### src/rtl/rst_seq.sv
// rst_seq: synchronises and filters a reset request, stretches it, then releases N_OUT resets in index order
module rst_seq #(
  parameter int SYNC_STAGES    = 2,
  parameter int FILTER_CYCLES  = 3,
  parameter int STRETCH_CYCLES = 8,
  parameter int STAGGER_CYCLES = 4,
  parameter int N_OUT          = 3
) (
  input  logic             clk,
  input  logic             rst,
  input  logic             rst_asyn,
  output logic [N_OUT-1:0] rst_main,
  output logic             rst_busy,
  output logic             rst_done,
  output logic [7:0]       rst_cnt
);
  localparam logic [1:0] RUN = 2'd0, ASSERT = 2'd1, RELEASE = 2'd2;
  localparam int FW = $clog2(FILTER_CYCLES + 1);
  localparam int SW = $clog2(STRETCH_CYCLES + 1);
  localparam int GW = $clog2(STAGGER_CYCLES + 1);
  localparam int KW = N_OUT > 1 ? $clog2(N_OUT) : 1;
  logic [SYNC_STAGES-1:0] sync_q, sync_d;
  logic [FW-1:0]          fcnt_q, fcnt_d;
  logic                   acc_q, acc_d;
  logic [1:0]             state_q, state_d;
  logic [SW-1:0]          scnt_q, scnt_d;
  logic [GW-1:0]          gcnt_q, gcnt_d;
  logic [KW-1:0]          k_q, k_d;
  logic [N_OUT-1:0]       main_q, main_d;
  logic                   done_q, done_d;
  logic [7:0]             cnt_q, cnt_d;
  logic                   req_s, gstep, last;
  assign req_s  = sync_q[SYNC_STAGES-1];
  assign sync_d = {sync_q[SYNC_STAGES-2:0], rst_asyn};
  assign fcnt_d = !req_s ? '0 : (fcnt_q == FW'(FILTER_CYCLES) ? fcnt_q : fcnt_q + 1'b1);
  // accept is registered so every request reaches the FSM through one flop
  assign acc_d  = fcnt_q == FW'(FILTER_CYCLES);
  assign gstep  = gcnt_q == GW'(STAGGER_CYCLES - 1);
  assign last   = k_q == KW'(N_OUT - 1);
  always_comb begin
    state_d = state_q;
    scnt_d  = scnt_q;
    gcnt_d  = gcnt_q;
    k_d     = k_q;
    main_d  = main_q;
    done_d  = 1'b0;
    cnt_d   = cnt_q;
    if (acc_q) begin
      state_d = ASSERT;
      main_d  = '1;
      scnt_d  = '0;
      cnt_d   = (state_q != ASSERT && cnt_q != 8'hff) ? cnt_q + 8'd1 : cnt_q;
    end else if (state_q == ASSERT) begin
      scnt_d = req_s ? '0 : scnt_q + 1'b1;
      if (!req_s && scnt_q == SW'(STRETCH_CYCLES - 1)) begin
        state_d = RELEASE;
        gcnt_d  = '0;
        k_d     = '0;
      end
    end else if (state_q == RELEASE) begin
      gcnt_d = gstep ? '0 : gcnt_q + 1'b1;
      if (gstep) begin
        main_d[k_q] = 1'b0;
        k_d         = last ? k_q : k_q + 1'b1;
        state_d     = last ? RUN : RELEASE;
        done_d      = last;
      end
    end
  end
  always_ff @(posedge clk) begin
    if (rst) begin
      sync_q  <= '0;
      fcnt_q  <= '0;
      acc_q   <= 1'b0;
      state_q <= ASSERT;
      scnt_q  <= '0;
      gcnt_q  <= '0;
      k_q     <= '0;
      main_q  <= '1;
      done_q  <= 1'b0;
      cnt_q   <= '0;
    end else begin
      sync_q  <= sync_d;
      fcnt_q  <= fcnt_d;
      acc_q   <= acc_d;
      state_q <= state_d;
      scnt_q  <= scnt_d;
      gcnt_q  <= gcnt_d;
      k_q     <= k_d;
      main_q  <= main_d;
      done_q  <= done_d;
      cnt_q   <= cnt_d;
    end
  end
  assign rst_main = main_q;
  assign rst_busy = state_q != RUN;
  assign rst_done = done_q;
  assign rst_cnt  = cnt_q;
endmodule

### config.mk
export PLATFORM = sky130hd
export DESIGN_NAME = rst_seq
export DESIGN_NICKNAME = d
export VERILOG_FILES = /design/src/rtl/rst_seq.sv
export SDC_FILE = /design/constraint.sdc
export NUM_CORES = 1
export LEC_CHECK = 0
export ABC_AREA = 1
export CORE_MARGIN = 5
export CORE_UTILIZATION = 45
export DETAILED_ROUTE_END_ITERATION = 12
export PLACE_DENSITY = 0.63
export REMOVE_ABC_BUFFERS = 1
export SETUP_SLACK_MARGIN = 0.3
export SYNTH_ARGS = -nofsm -noshare
export SYNTH_HDL_FRONTEND = slang
export SYNTH_SLANG_ARGS = --single-unit
### constraint.sdc
create_clock -name clk -period 1.5 [get_ports clk]
set_clock_uncertainty 0.05 [all_clocks]
set_input_delay 0.45 -clock clk [delete_from_list [all_inputs] [get_ports clk]]
set_output_delay 0.45 -clock clk [all_outputs]
set_load 0.05 [all_outputs]
==> results of run 1 <==
## routing by layer
layer,track usage,part of all wire
met1,0.192,0.40
met2,0.304,0.54
met3,0.0323,0.037
met4,0.0558,0.026
met5,0,0
## per-stage QoR
stage               std cells  utilization  worst slack (ns)  hold WS (ns)  setup TNS (ns)
finish                    281        0.736            -0.103         0.370          -0.297
global placement          258        0.594           -0.0889         0.350          -0.281
floorplan                 189            -            -0.199         0.338           -1.33
detailed placement        258        0.594            -0.136         0.349          -0.685
global route              281        0.736            -0.168         0.391          -0.961
CTS                       281        0.697           -0.0772         0.371          -0.266
## repair_timing
item | in CTS | in global routing
hold buffers | 0 | 0
gates cloned | 0 | 0
resized for setup | 39 | 34
pin swaps | 2 | 9
endpoints found under the setup margin | 38 | 38
setup buffers | 19 | 0
## power breakdown
group          switching, uW  internal (uW)  leakage (uW)
clock                    229            270     0.0000279
combinational           39.2           27.3      0.000731
sequential              8.57            748      0.000232
## registers in the layout, summed over array words and instances (netlist names)
name and cells:
fcnt_q 2, sync_q 2, scnt_q 4, k_q 2
state_q 2, rst_cnt 8, rst_done 1, acc_q 1
gcnt_q 3, rst_main 3
## Yosys cell counts, types with 3 or more instances
| library cell | number | area (um^2) |
|---|---|---|
| o21ai_0 | 5 | 25.0 |
| nor2_1 | 29 | 109 |
| a21oi_1 | 13 | 65.1 |
| nand2_2 | 3 | 18.8 |
| ha_1 | 10 | 125 |
| dfxtp_1 | 28 | 561 |
| nand2_1 | 38 | 143 |
| inv_1 | 28 | 105 |
| nor3_1 | 4 | 20.0 |
| nand4_1 | 5 | 31.3 |
| nand3_1 | 11 | 55.1 |
| nand2_4 | 3 | 33.8 |
## logic make-up (layout without fill, tap and decap cells)
kind of cell / count (synthesis) / after routing / synth area share
xor+xnor: 2 / 2 / 0.0123
simple gates: 101 / 101 / 0.338
flops: 28 / 28 / 0.395
buf+inv: 32 / 77 / 0.0979
compound gates: 19 / 19 / 0.0688
fa+ha+maj: 10 / 10 / 0.0882
## worst min-delay path, cell delays in order, from the launching register on
cell and delay (ns):
dfxtp_1 0.33, inv_1 0.04, nor2_1 0.03
## worst paths after layout
| kind | from | endpoint |
|---|---|---|
| worst max register to register | state_q[0] | k_q[1] |
| worst max-delay path | state_q[0] | rst_busy |
| worst min-delay path | sync_q[0] | sync_q[1] |
| worst min register to register | sync_q[0] | sync_q[1] |
## cell type report
class                   count  area share
clock inverters             1      0.0135
flip-flops and latches     28       0.265
multi-input cells         132       0.390
repair buffers             44       0.246
clock buffers               3      0.0101
well taps                  44      0.0247
inverters                  29      0.0517
==> impl_metrics.tcl, run 1 <==
set metrics [dict create \
    rsz0062_at_grt "true" \
    hold_viol_final 0 \
    layout.nets 251 \
    syn_area_mm2 0.00142 \
    antenna_found_initial 0 \
    drt-wirelength-per-cell_um 14.2 \
    min_period_ns 1.60 \
    dr.pass1.iters 4 \
    p_leak_uw 0.000990 \
    synth_edf_count 0 \
    drive_gt1_frac 0.422 \
    routabilityCongestion 0.830 \
    synth_seq_cells 28 \
    portBuffers 15 \
    dpl.hpwl_mm 2.23 \
    drv_slew 0 \
    via_count 1426 \
    end_kind "output pin" \
    fin_ws_ns -0.103 \
    grt_overflow_total 0 \
    postSynthCellCount 192 \
    hold_depth 2 \
    placed_area_mm2 0.00180 \
    fmax_mhz 624 \
    worstSetupStartpointType "register" \
    htree_levels 1 \
    diodes 0 \
    vdd.ir_drop.worst_mv 0.352 \
    clkTransAtPathRegs_ns 0.16 \
    drc 0 \
    cts_root_buf "clkbuf_4" \
    vias_per_cell 5.07 \
    die_w_um 66.2 \
    synth_flop_cell "dfxtp_1" \
    max_stage_delay_ns 0.38 \
    maxCapViolations 0 \
    final_cell_mix "32 x nand2_1, 25 x nor2_1, 24 x inv_1, 19 x buf_4, 14 x buf_12" \
    clockBufferDepth 2 \
    worstSetupPathType "register to output pin" \
    die_area_mm2 0.00438 \
    num_rows 20 \
    io_pins 16 \
    power_density_mw_per_mm2 593 \
    drtIter0Drc 82 \
    grt_start_max_net_pins 17 \
    grt_usage 0.167 \
    status "complete, but fails checks" \
    worst_pin_slew_ns 0.264 \
    fill_cells 207 \
    wl_mm 3.99 \
    grt_pass1_wl_mm 5.69 \
    start_util 0.469 \
    arrival_ns 1.10 \
    violations "negative setup slack" \
    cp.required_ns 1.00 \
    crit_family "flip-flops" \
    critPathBufInv 3 \
    synth.avg_cell_area_um2 7.39 \
    relSlewSlack 0.822 \
    clk-insertion-delay-late_ns 0.33 \
    clock_sinks 28 \
    grt_pass1_vias 1315 \
    crit_slowest_cell "dfxtp_2" \
    ys_seq_area_frac 0.395 \
    hp-class "register to register" \
    antenna_left 0 \
    synthArstFlopShare 0 \
    cts_tree "built" \
    r2r_cells 9 \
    yosys_warnings 0 \
    die_h_um 66.2 \
    core_area_mm2 0.00303 \
    reg2reg_slack_ns -0.07 \
    multiInputGateArea_um2 868 \
    setup_viol 6 \
    cp_cell_sequence "inv_2 -> ha_4 -> inv_2 -> buf_12" \
    post-route-period-util 1.07 \
    crit_path_max_fanout 2 \
    seqCellArea_um2 589 \
    p_total_uw 1320 \
    final_area_mm2 0.00223 \
    cpMostUsedCell "inv_2" \
    cts_buffers 3 \
    final_common_cell "nand2_1" \
    cp.depth 4 \
    areaGrowthSynthToFinish_pct 57.0 \
    synth.distinct_cells 23 \
]
(Power assumes the default switching activity.)
==> run 2: changes to the inputs <==
PLACE_DENSITY = 0.66   (was 0.63)
clock period = 1.4 ns   (was 1.5 ns; I/O delays follow)
==> run 2 against run 1 <==
- the flow still finishes with violations (negative setup slack)
- design area rose by 16%
- clock-buffer cell count did not move
- core utilization rose by 12 points
- critical path depth did not move
- first-iteration DRC count rose by 40%
- die area did not move
- cell count rose by 4.3%
- sequential share of layout area fell by 3.3 points
- largest cell class unchanged
==> impl_metrics.tcl, run 2 (synthesized netlist as in run 1, its figures left out) <==
set metrics [dict create \
    status "complete, but fails checks" \
    violations "negative setup slack" \
    core_area_mm2 0.00303 \
    grt_overflow_total 0 \
    relSlewSlack 0.802 \
    largest_reg_flops 8 \
    portBuffers 15 \
    areaGrowthSynthToFinish_pct 81.6 \
    die_w_um 66.2 \
    antenna_found_initial 0 \
    arrival_ns 1.11 \
    fin_setup_tns_ns -0.860 \
    cp.required_ns 0.93 \
    drive_gt1_frac 0.610 \
    cp.depth 4 \
    clock_sinks 28 \
    antenna_left 0 \
    grt_pass1_vias 1252 \
    swShare 0.258 \
    reg2reg_from "state_q[0]" \
    cpMostUsedCell "inv_2" \
    p_leak_uw 0.00106 \
    setup_viol 14 \
    drtIter0Drc 115 \
    finalNonFillerCells 293 \
    placed_cells 262 \
    drc 0 \
    clk-insertion-delay-late_ns 0.35 \
    fill_cells 145 \
    crit_path_start "state_q[1]" \
    grt_pass1_wl_mm 5.16 \
    rsz0062_at_grt "true" \
    r2r_cells 9 \
    drv_slew 0 \
    max_stage_delay_ns 0.37 \
    p_clk_frac 0.278 \
    wl_mm 4.94 \
    reg2reg_slack_ns -0.11 \
    dr.pass1.iters 4 \
    hp-class "register to register" \
    clkTransAtPathRegs_ns 0.16 \
    crit_path_max_fanout 2 \
    crit_family "flip-flops" \
    grt_usage 0.146 \
    die_area_mm2 0.00438 \
    routabilityCongestion 0.815 \
    whs_endpoint "sync_q[1]" \
    dpl.hpwl_mm 2.19 \
    r2r_end "k_q[1]" \
    die_h_um 66.2 \
    fmax_mhz 635 \
    power_density_mw_per_mm2 500 \
    layout.nets 264 \
    netSwitchingPower_uw 333 \
    combPwrFrac 0.092 \
    min_period_ns 1.58 \
    pre_cts_ws_ns -0.271 \
    worst_pin_slew_ns 0.297 \
    critPathBufInv 3 \
    drt-wirelength-per-cell_um 16.9 \
    fin_ws_ns -0.176 \
    vias_per_cell 5.26 \
    clockBufferDepth 2 \
    io_pins 16 \
    cts_hold_buffers 0 \
    vdd.ir_drop.worst_mv 0.478 \
    multiInputGateArea_mm2 0.00111 \
    worstSetupStartpointType "register" \
    hold_viol_final 0 \
    cp_cell_sequence "inv_2 -> ha_4 -> inv_2 -> buf_12" \
    seqCellArea_um2 596 \
    p_int_uw 956 \
    diodes 0 \
    final_cell_mix "25 x nand2_1, 24 x buf_4, 23 x inv_1, 20 x nor2_1" \
    end_kind "output pin" \
    min_from "sync_q[0]" \
    htree_levels 1 \
    final_common_cell "nand2_1" \
    start_util 0.469 \
    crit_slowest_cell "dfxtp_2" \
    worstSetupPathType "register to output pin" \
    cts_buffers 3 \
    cts_root_buf "clkbuf_4" \
    maxCapViolations 0 \
    grt_start_max_net_pins 15 \
    pwr-share-seq 0.630 \
    cts_tree "built" \
    post-route-period-util 1.13 \
    num_rows 20 \
    via_count 1541 \
    hold_depth 2 \
]
-- run 2: cell types whose count changed in the layout (fill, tap and decap cells not counted), moves of 6 or more --
cell / before / now
nand2_2: 5 / 11
nand2_1: 32 / 25
buf_6: 9 / 16
nand3_1: 9 / 1
-- run 2: worst max path at each step --
stage	to
2_1_floorplan	rst_cnt[7]
3_3_place_gp	rst_main[2]
3_5_place_dp	rst_main[2]
4_1_cts	rst_busy
5_1_grt	rst_busy
6_report	rst_busy
-- run 2: what timing repair did --
item / CTS / global route
resized for setup: 37 / 100
endpoints found under the setup margin: 38 / 36
buffers inserted: 14 / 14
pin swaps: 1 / 32
gates cloned: 0 / 0
-- run 2: layout make-up --
cell class,count,area share
clock buffer,3,0.00874
multi-input combinational,132,0.429
tap,44,0.0214
timing repair buffer,57,0.264
sequential,28,0.231
inverter,29,0.0457
-- run 2: metrics by stage --
stage | power, uW | instance area [um^2] | util | hold slack, ns
global placement | 893 | 1830 | 0.604 | 0.351
global route | 1330 | 2580 | 0.851 | 0.434
finish | 1290 | 2580 | 0.851 | 0.413
floorplan | 869 | 1390 | - | 0.338
CTS | 1220 | 2050 | 0.679 | 0.384
detailed placement | 895 | 1830 | 0.604 | 0.361
-- run 2: per-layer routing --
layer  up-vias  share of wire  track usage
li1        719              -            -
met1       761           0.40        0.188
met2        46           0.53        0.244
met3        15          0.034       0.0289
met4         0          0.031       0.0406
met5         -              0            0
-- run 2: worst min-delay path: cells and delay by family, from the launching register on --
family / cells / cell delay (ns)
flip-flops: 1 / 0.33
AND/OR/NAND/NOR: 1 / 0.04
buffers and inverters: 1 / 0.06
-- run 2: power groups by stage --
stage	Clock, uW	Combinational, uW	Sequential, uW
after floorplan	0	36.6	833
after global placement	0	58.6	834
after detailed placement	0	59.9	835
after CTS	342	65.9	815
after global routing	391	128	814
final	359	119	812
==> run 3: changes to the inputs <==
CORE_MARGIN = 10   (was 5)
==> run 3 against run 2 <==
- the run still ends with negative setup slack left
- largest power group unchanged
- sequential power grew 0.6%
- worst hold slack lost 0.036 ns
- via count shrank 5.8%
- largest cell class unchanged
- critical path depth grew 1
- cell count grew 0.68%
- die area grew 33%
- core utilization shrank 5.0 points
==> impl_metrics.tcl, run 3 (synthesized netlist as in run 1, its figures left out) <==
set metrics [dict create \
    status "complete, but fails checks" \
    violations "negative setup slack" \
    p_clk_frac 0.307 \
    antenna_found_initial 0 \
    reg2reg_slack_ns -0.10 \
    setup_viol 26 \
    r2r_cells 9 \
    grt_overflow_total 0 \
    largest_reg_flops 8 \
    placed_cells 270 \
    worstSetupPathType "register to output pin" \
    clkTransAtPathRegs_ns 0.15 \
    end_kind "output pin" \
    finalNonFillerCells 295 \
    cp-endpoint "rst_busy" \
    vias_per_cell 4.92 \
    dr.pass1.iters 4 \
    die_w_um 76.2 \
    drive_gt1_frac 0.526 \
    cts_tree "built" \
    layout.nets 265 \
    multiInputGateArea_um2 953 \
    crit_path_start "state_q[1]" \
    swShare 0.233 \
    cp.required_ns 0.93 \
    critPathBufInv 4 \
    fill_cells 185 \
    netSwitchingPower_uw 308 \
    io_pins 16 \
    postLayoutCoreUtil 0.801 \
    htree_levels 1 \
    die_h_um 76.2 \
    final_cell_mix "31 x nand2_1, 24 x inv_1, 22 x buf_4, 19 x nor2_1, 19 x buf_6" \
    maxCapViolations 0 \
    routabilityCongestion 0.846 \
    core_area_mm2 0.00303 \
    clock_sinks 28 \
    crit_slowest_cell "dfxtp_2" \
    post-route-period-util 1.18 \
    power_density_mw_per_mm2 544 \
    r2r_end "gcnt_q[0]" \
    cp.depth 5 \
    wl_mm 4.17 \
    antenna_left 0 \
    rsz0062_at_grt "true" \
    worst_pin_slew_ns 0.312 \
    seqCellArea_um2 586 \
    pwr-share-seq 0.619 \
    drtIter0Drc 87 \
    fin_ws_ns -0.245 \
    drv_slew 0 \
    hold_viol_final 0 \
    relSlewSlack 0.792 \
    via_count 1452 \
    grt_usage 0.134 \
    reg2reg_from "state_q[1]" \
    p_leak_uw 0.00106 \
    arrival_ns 1.18 \
    die_area_mm2 0.00580 \
    crit_path_max_fanout 2 \
    vdd.ir_drop.worst_mv 0.355 \
    fmax_mhz 608 \
    max_stage_delay_ns 0.36 \
    cts_root_buf "clkbuf_4" \
    areaGrowthSynthToFinish_pct 71.0 \
    fin_hold_ws_ns 0.377 \
    final_common_cell "nand2_1" \
    clk-insertion-delay-late_ns 0.34 \
    portBuffers 15 \
    drc 0 \
    combPwrFrac 0.074 \
    grt_pass1_vias 1477 \
    diodes 0 \
    grt_start_max_net_pins 16 \
    p_int_uw 1010 \
    start_util 0.469 \
    clockBufferDepth 2 \
    fin_setup_tns_ns -1.32 \
    worstSetupStartpointType "register" \
    hp-class "register to register" \
    num_rows 20 \
    drt-wirelength-per-cell_um 14.1 \
    cts_buffers 3 \
    crit_family "flip-flops" \
    cpMostUsedCell "inv_2" \
    grt_pass1_wl_mm 6.70 \
    min_period_ns 1.65 \
    dpl.hpwl_mm 2.42 \
    cp_cell_sequence "inv_2 -> buf_6 -> ha_4 -> inv_2 -> buf_12" \
]
==> run 3: cell count changes in the layout (fill, tap and decap cells not counted), moves of 3 or more <==
| cell | delta |
|---|---|
| buf_6 | +3 |
| dfxtp_1 | +4 |
| nand2_1 | +6 |
| nand3_1 | +4 |
| nand3_4 | -3 |
==> run 3: cell type report <==
cell class                      instances  share of cell area
Multi-Input combinational cell        133               0.393
Timing Repair Buffer                   57               0.280
Sequential cell                        28               0.241
Inverter                               29              0.0485
Tap cell                               44              0.0227
Clock buffer                            4              0.0150
==> run 3: tightest hold or removal path, stage by stage (launching register included) <==
cell and delay, ns:
dfxtp_1 0.33, inv_1 0.04, nor2_1 0.03
==> run 3: worst min path at each step <==
stage / startpoint / to / cells after the start
after detailed placement: sync_q[0] / sync_q[1] / 2
after global routing: sync_q[0] / sync_q[1] / 2
after global placement: sync_q[0] / sync_q[1] / 2
final: sync_q[0] / sync_q[1] / 2
after CTS: sync_q[0] / sync_q[1] / 2
after floorplan: sync_q[0] / sync_q[1] / 2
==> run 3: routing by layer <==
layer	wire length, um	GRT usage
met1	1720	0.142
met2	2220	0.260
met3	145	0.0212
met4	74	0.0446
met5	0	0
==> run 3: timing repair <==
item                                    in CTS  in global routing
pin swaps                                   23                 13
endpoints found under the setup margin      38                 36
gates cloned                                 1                  0
hold buffers                                 0                  0
gates resized for setup                     84                 18
setup buffers                               14                  6
==> run 3: power by group through the flow <==
stage	Combinational, uW	Clock (uW)	Sequential [uW]
global route	110	439	819
global placement	69.6	0	835
finish	98.1	405	817
CTS	87.8	412	817
floorplan	36.6	0	833
detailed placement	70.8	0	835
==> run 3: per-stage QoR <==
step                area [um^2]  power, uW  worst slack (ns)
finish                     2430       1320            -0.245
global route               2430       1370            -0.296
CTS                        2310       1320            -0.242
detailed placement         1890        906            -0.291
global placement           1890        904            -0.226
floorplan                  1390        869            -0.299
